==> src/rtl/bcd_bin_seq_ctrl_pkg.sv <==
// Shared constants and types for the sequential BCD-to-binary converter.
// Used by bcd_bin_seq_ctrl and bcd_bin_step.
package bcd_bin_seq_ctrl_pkg;

  typedef enum logic [1:0] {
    IDLE = 2'd0,
    CONV = 2'd1,
    DONE = 2'd2
  } state_t;

  localparam int DIG_W = 4;
  localparam logic [DIG_W-1:0] CORR_TH  = 4'd8;
  localparam logic [DIG_W-1:0] CORR_ADJ = 4'd3;
  localparam logic [DIG_W-1:0] DIG_MAX  = 4'd9;

  function automatic logic digit_bad(logic [DIG_W-1:0] d);
    return d > DIG_MAX;
  endfunction

endpackage

==> src/rtl/bcd_bin_seq_ctrl_step.sv <==
// One reverse double-dabble iteration: shift right by one and
// subtract 3 from every shifted BCD digit that is 8 or above.
module bcd_bin_step
  import bcd_bin_seq_ctrl_pkg::*;
#(
  parameter int DIGITS = 2,
  parameter int BIN_W  = 7
) (
  input  logic [DIG_W*DIGITS-1:0] bcd_in,
  input  logic [BIN_W-1:0]        bin_in,
  output logic [DIG_W*DIGITS-1:0] bcd_out,
  output logic [BIN_W-1:0]        bin_out
);

  logic [DIG_W*DIGITS-1:0] sh;
  logic [DIG_W-1:0]        d;

  always_comb begin
    sh      = bcd_in >> 1;
    bin_out = {bcd_in[0], bin_in[BIN_W-1:1]};
    bcd_out = sh;
    d       = '0;
    for (int i = 0; i < DIGITS; i++) begin
      d = sh[i*DIG_W +: DIG_W];
      if (d >= CORR_TH)
        bcd_out[i*DIG_W +: DIG_W] = d - CORR_ADJ;
    end
  end

endmodule

==> src/rtl/bcd_bin_seq_ctrl.sv <==
// Sequential BCD-to-binary converter, one iteration per clock.
// Optional invalid-digit check: define BCD_INVALID_CHECK_EN.
module bcd_bin_seq_ctrl
  import bcd_bin_seq_ctrl_pkg::*;
#(
  parameter int DIGITS = 2,
  parameter int BIN_W  = 7
) (
  input  logic                    clk,
  input  logic                    rst,
  input  logic                    en_n,
  input  logic                    in_valid,
  output logic                    in_ready,
  input  logic [DIG_W*DIGITS-1:0] bcd_in,
  output logic                    out_valid,
  input  logic                    out_ready,
  output logic [BIN_W-1:0]        bin_out,
  output logic                    err_out
);

  localparam int CNT_W = $clog2(BIN_W) + 1;

  state_t                  state;
  logic [CNT_W-1:0]        cnt;
  logic [DIG_W*DIGITS-1:0] bcd_reg;
  logic [BIN_W-1:0]        bin_reg;
  logic [DIG_W*DIGITS-1:0] bcd_nx;
  logic [BIN_W-1:0]        bin_nx;

  assign in_ready = (state == IDLE) && !en_n && !rst;

  bcd_bin_step #(
    .DIGITS(DIGITS),
    .BIN_W (BIN_W)
  ) u_step (
    .bcd_in (bcd_reg),
    .bin_in (bin_reg),
    .bcd_out(bcd_nx),
    .bin_out(bin_nx)
  );

`ifdef BCD_INVALID_CHECK_EN
  logic err_reg;

  function automatic logic any_bad(logic [DIG_W*DIGITS-1:0] v);
    logic b;
    b = 1'b0;
    for (int i = 0; i < DIGITS; i++)
      if (digit_bad(v[i*DIG_W +: DIG_W])) b = 1'b1;
    return b;
  endfunction

  always_ff @(posedge clk) begin
    if (rst) begin
      err_reg <= 1'b0;
      err_out <= 1'b0;
    end else begin
      if (state == IDLE && in_valid && in_ready)
        err_reg <= any_bad(bcd_in);
      if (state == DONE) begin
        if (!out_valid)
          err_out <= err_reg;
        else if (out_ready)
          err_out <= 1'b0;
      end
    end
  end
`else
  assign err_out = 1'b0;
`endif

  always_ff @(posedge clk) begin
    if (rst) begin
      state     <= IDLE;
      cnt       <= '0;
      bcd_reg   <= '0;
      bin_reg   <= '0;
      out_valid <= 1'b0;
      bin_out   <= '0;
    end else begin
      unique case (state)
        IDLE: begin
          if (in_valid && in_ready) begin
            bcd_reg <= bcd_in;
            bin_reg <= '0;
            cnt     <= '0;
            state   <= CONV;
`ifdef BCD_INVALID_CHECK_EN
            if (any_bad(bcd_in)) begin
              bin_reg <= '1;
              state   <= DONE;
            end
`endif
          end
        end
        CONV: begin
          if (!en_n) begin
            bcd_reg <= bcd_nx;
            bin_reg <= bin_nx;
            cnt     <= cnt + CNT_W'(1);
            if (cnt == CNT_W'(BIN_W - 1))
              state <= DONE;
          end
        end
        DONE: begin
          // first DONE cycle publishes the result; handshake starts after
          if (!out_valid) begin
            out_valid <= 1'b1;
            bin_out   <= bin_reg;
          end else if (out_ready) begin
            out_valid <= 1'b0;
            state     <= IDLE;
          end
        end
        default: state <= IDLE;
      endcase
    end
  end

endmodule

==> config.mk <==
export PLATFORM = sky130hd
export DESIGN_NAME = bcd_bin_seq_ctrl
export DESIGN_NICKNAME = d
export VERILOG_FILES = /design/src/rtl/bcd_bin_seq_ctrl_pkg.sv /design/src/rtl/bcd_bin_seq_ctrl_step.sv /design/src/rtl/bcd_bin_seq_ctrl.sv
export SDC_FILE = /design/constraint.sdc
export NUM_CORES = 1
export LEC_CHECK = 0
export CAP_MARGIN = 30
export CORE_AREA = 10 10 67 69
export CTS_BUF_LIST = sky130_fd_sc_hd__clkbuf_8
export DETAILED_ROUTE_END_ITERATION = 7
export DIE_AREA = 0 0 77 79
export PLACE_DENSITY = 0.66
export SETUP_SLACK_MARGIN = 0.5
export SYNTH_ARGS = -nofsm -noshare
export SYNTH_HDL_FRONTEND = slang
export SYNTH_SLANG_ARGS = --single-unit
==> constraint.sdc <==
create_clock -name clk -period 1.2 [get_ports clk]
set_input_delay 0.24 -clock clk [delete_from_list [all_inputs] [get_ports clk]]
set_output_delay 0.24 -clock clk [all_outputs]
set_load 0.02 [all_outputs]
* After elaboration in Yosys (flattened, before gate mapping) *
Cells that the tools add are included.

storage, ports and cells
  input bits = 13
  bits in writable memories = 0
  ROM bits = 0
  word-level logic and storage cells = 49
  memories kept = 0
  flip-flop bits (word level) = 29
  output and inout bits = 10
  bits in latches = 0

operators by class
  $mul = 0
  divide/modulo/power cells = 0
  shift-type cells = 0
  bitwise gates (word level) = 1
  eq/ne operators = 8
  add/subtract/negate cells = 3
  $lt $le $gt $ge = 2
  multiplexer cells = 19
  reduce and logical (&&, ||, !) cells = 10

operators with widths
  kind                                                                     count
  4-bit 2-to-1 mux                                                         4
  8-bit 2-to-1 mux                                                         2
  8-bit one-hot mux with 2 select lines                                    1
  7-bit 2-to-1 mux                                                         2
  7-bit one-hot mux with 2 select lines                                    1
  2-bit 2-to-1 mux                                                         5
  2-bit inequality test, second input constant                             4
  4-bit one-hot mux with 2 select lines                                    1
  2-bit one-hot mux with 3 select lines                                    1
  5-bit AND reduction                                                      1
  4-bit by 1-bit adder with 4-bit output, second input constant            1
  4-bit by 3-bit equality test with 1-bit output, second input constant    1
  3-bit by 4-bit >= comparator with 1-bit output, second input constant    1
  4-bit >= comparator, second input constant                               1
  3-bit by 2-bit subtractor with 4-bit output, second input constant       1
  4-bit by 2-bit subtractor with 4-bit output, second input constant       1
  1-bit logical AND                                                        3
  3-bit AND reduction                                                      1
  2-bit by 1-bit equality test with 1-bit output, second input constant    1
  2-bit equality test, second input constant                               1
  1-bit zero test                                                          2
  2-bit zero test                                                          1
  1-bit 2-to-1 mux                                                         2
  2-bit by 1-bit inequality test with 1-bit output, second input constant  1
  other kinds (3)                                                          3

* Longest topological paths before layout *
Gate-level depths: netlist (run 1).

  depth in word-level cells = 6
  depth in mapped cells = 6
  mapped depth without buffers = 6

* Cells and area by module *
From an unflattened synthesis (run 1), not the netlist that was laid out.

second synthesis, totals
  cell total of the unflattened synthesis = 168
  area, all modules = 1,387.6 um^2

by module, submodules not included
  module            instances  cells each  area an instance (um^2)  seq. area each (um^2)
  bcd_bin_seq_ctrl  1          145         1,224.9                  580.6
  bcd_bin_step      1          23          162.7                    0.0

* Worst setup path after synthesis (run 1) *
Ideal clock, no wire load.

  path type = reg-to-output
  start point = reg state[0]
  end point = out in_ready
  data required time = 0.960 ns
  slack = -0.215 ns
  stages on the path, launching flop included = 3
  path buffers = 1
  data arrival time = 1.175 ns
  path through = dfxtp_1 buf_2 nor4_1

on the way
  word-level cells in the longest chain between the ends = 3

RTL lines
  element                          RTL line                 RTL
  from (decl)                      bcd_bin_seq_ctrl.sv:23   state_t state;
  from (signal assigned)           bcd_bin_seq_ctrl.sv:74   state <= IDLE;
  from (signal assigned)           bcd_bin_seq_ctrl.sv:87   state <= CONV;
  from (signal assigned)           bcd_bin_seq_ctrl.sv:102  state <= DONE;
  2-bit zero test                  bcd_bin_seq_ctrl.sv:30   assign in_ready = (state == IDLE) && !en_n && !rst;
  1-bit logical AND (2 in series)  bcd_bin_seq_ctrl.sv:30
  to (decl)                        bcd_bin_seq_ctrl.sv:13   output logic in_ready,

Every way passes these cells.

* Worst setup path in the final report (run 1) *
Same ends and word-level chain as after synthesis.

==> out/metrics.csv, run 1 <==
metric,value,unit
outcome,"finished, violations left",
violations,setup timing,
nets,199,
ys_async_sr_fraction,0,%
rows,21,
initial_utilization,39.7,%
r2r_start,state[1],
ys_types,33,
synth_largest_area_cell,dfxtp_1,
synthFlopType,dfxtp_1,
startpoint_type,flip-flop,
fmax,0.784,GHz
worstSetupEndpointType,output pin,
placed_cell_area,1690,sq um
grt-ovfl-total,0,
wl_per_cell,13.5,microns
synth-seq-area-share,45.2,%
grt_pass1_vias,1185,
fin_skew,2.21,ps
hold_violations,0,
grt_use_met3,5.07,%
p_total,2.07,mW
wl,3070,microns
leakage,0.774,nW
met2_usage,17.5,%
syn_area,1280,sq um
cp.arrival,1040,ps
cts_max_level,2,
area_growth,57.1,%
tritoncts.num_buffers,5,
synth_area_leaders,"dfxtp_1 45%, mux2i_1 8.6%, nor2_1 6.7%, a22oi_1 4.7%, ha_1 3.9%",
synthCells,141,
min-delay-path-class,reg -> reg,
grt_util_met1,11.2,%
peakVddDrop,683,uV
gp_congestion,0.792,
largest_reg_flops,8,
reg2reg_slack,-60,ps
fin_crit,1280,ps
synth_nets,158,
fill_cells,276,
p_int,1.54,mW
critPathKind,reg -> out,
clkTransAtPathRegs,60,ps
sequentialPowerShare,48.7,%
synth.most_common_cell,dfxtp_1,
layout-drive-gt1-share,45.6,%
worstPathRequired,960,ps
antenna_left,0,
slew_viol_final,0,
critPathMaxStageDelay,340,ps
setup_viol,25,
grt_pass1_wl,5230,microns
worst_slack,-75.9,ps
clkLatencyLatePin,290,ps
crit_path_end,in_ready,
design_area,2020,sq um
rsz0062_at_grt,true,
p_switching,533,uW
hold_buffers,0,
drc,0,
seq_area,599,sq um
dieArea,6080,sq um
multi_input_area,818,sq um
dr.pass1.iters,4,
crit_start,state[0],
powerDensity,1030,nW/um^2
viasPerCell,4.95,
clock_path_buffers,2,
vias,1129,
netlist_top_cells_count,"29 x dfxtp_1, 23 x nor2_1, 11 x mux2i_1",
worstPathMaxFanout,2,
comb_power_share,15.6,%
drv_cap,0,
grt_usage,10.8,%
crit_slowest_cell,dfxtp_2,
setup-tns-final,-789,ps
synth_top_area_share,45.2,%
first_iter_violations,41,
r2r-end,bin_reg[1],
n_antenna_cell,0,
ios,23,
grt_max_degree,29,
die_x,77,microns
power.share.clock,35.7,%
clock-root-buffer,clkbuf_8,
yosys_warnings,0,
port-buffer-count,21,
fin_crit_sh,106,%
worstPathCellList,nor4_4 -> buf_4,
synth_edf_count,0,
p_sw_share,25.7,%
syn_avg_cell_area,9.10,sq um
reg2reg_depth,7,
cts.sinks,29,
antenna_found_initial,0,
die_h,79,microns
synth_seq_cells,29,
hold_start,bcd_reg[2],
dp_hpwl,2000,microns
cts_tree,built,
core,3230,sq um
grt-busiest-layer,met2,
## placed cells by master, fill, tap and decap left out, drive strengths merged, types with 2 or more instances in the layout
master,count
dlygate4sd2,3
nor3,3
nand2,9
o211ai,3
buf,29
a21oi,9
nand2b,5
clkdlybuf4s50,9
inv,4
o21a,2
o21ai,4
clkbuf,6
mux2i,11
a211oi,4
nor2,26
a22oi,8
ha,4
o221ai,2
xor2,3
dfxtp,29
## per-layer routing
metal / up-vias / wire length (microns)
met4: 0 / 70
li1: 571 / -
met5: - / 0
met3: 6 / 152
met1: 534 / 1290
met2: 18 / 1560
## kinds of logic after synthesis
kind of cell / synth area share, %
xor+xnor: 2.73
flops: 45.2
fa+ha+maj: 3.90
mux: 8.58
compound gates: 16.4
buf+inv: 5.16
other cells: 0.292
simple gates: 17.7
## layout make-up
class | instances | share of cell area [%]
well taps | 46 | 2.85
inverters | 3 | 0.558
clock buffers | 5 | 3.41
flip-flops and latches | 29 | 29.7
repair buffers | 42 | 22.5
multi-input cells | 101 | 40.6
clock inverters | 2 | 0.434
## how the worst min path moves through the flow
stage / end / slack [ps] / cells past startpoint
5_1_grt: bcd_reg[2] / 490 / 2
2_1_floorplan: bcd_reg[7] / 400 / 2
3_3_place_gp: bcd_reg[0] / 450 / 2
6_report: bcd_reg[2] / 460 / 2
3_5_place_dp: bcd_reg[0] / 460 / 2
4_1_cts: bcd_reg[2] / 480 / 2
## critical path, delay by kind of cell, from the launching register on
family        cells  cell delay, ps
buf+inv           1             180
flops             1             340
simple gates      1             240
## through the flow
step	std cells	hold WS [ps]	util (%)	setup slack, ps
detailed placement	213	457	52.3	-594
global placement	213	448	52.3	-584
finish	228	465	62.4	-75.9
global route	228	487	62.4	-122
CTS	226	482	60.4	-82.7
floorplan	141	401	-	82.1
## power by group through the flow
stage	Clock [mW]	Sequential, mW	Combinational [mW]
after floorplan	0	1.02	0.164
after global placement	0	1.02	0.237
after detailed placement	0	1.02	0.242
after CTS	0.757	1.01	0.297
after global routing	0.807	1.01	0.349
final	0.739	1.01	0.324
## what timing repair did
item | in CTS | in global routing
setup buffers | 4 | 2
gates cloned | 2 | 0
resized for setup | 87 | 12
pin swaps | 16 | 7
endpoints found under the setup margin | 38 | 38
(Power assumes the default switching activity.)
==> run 2, diff against run 1 <==
--- a/config.mk
+++ b/config.mk
@@ -5,7 +5,6 @@
 export SDC_FILE = /design/constraint.sdc
 export NUM_CORES = 1
 export LEC_CHECK = 0
-export CAP_MARGIN = 30
 export CORE_AREA = 10 10 67 69
 export CTS_BUF_LIST = sky130_fd_sc_hd__clkbuf_8
 export DETAILED_ROUTE_END_ITERATION = 7
==> results of run 2 <==
Final layout, timing and power as in run 1 (identical DEF).
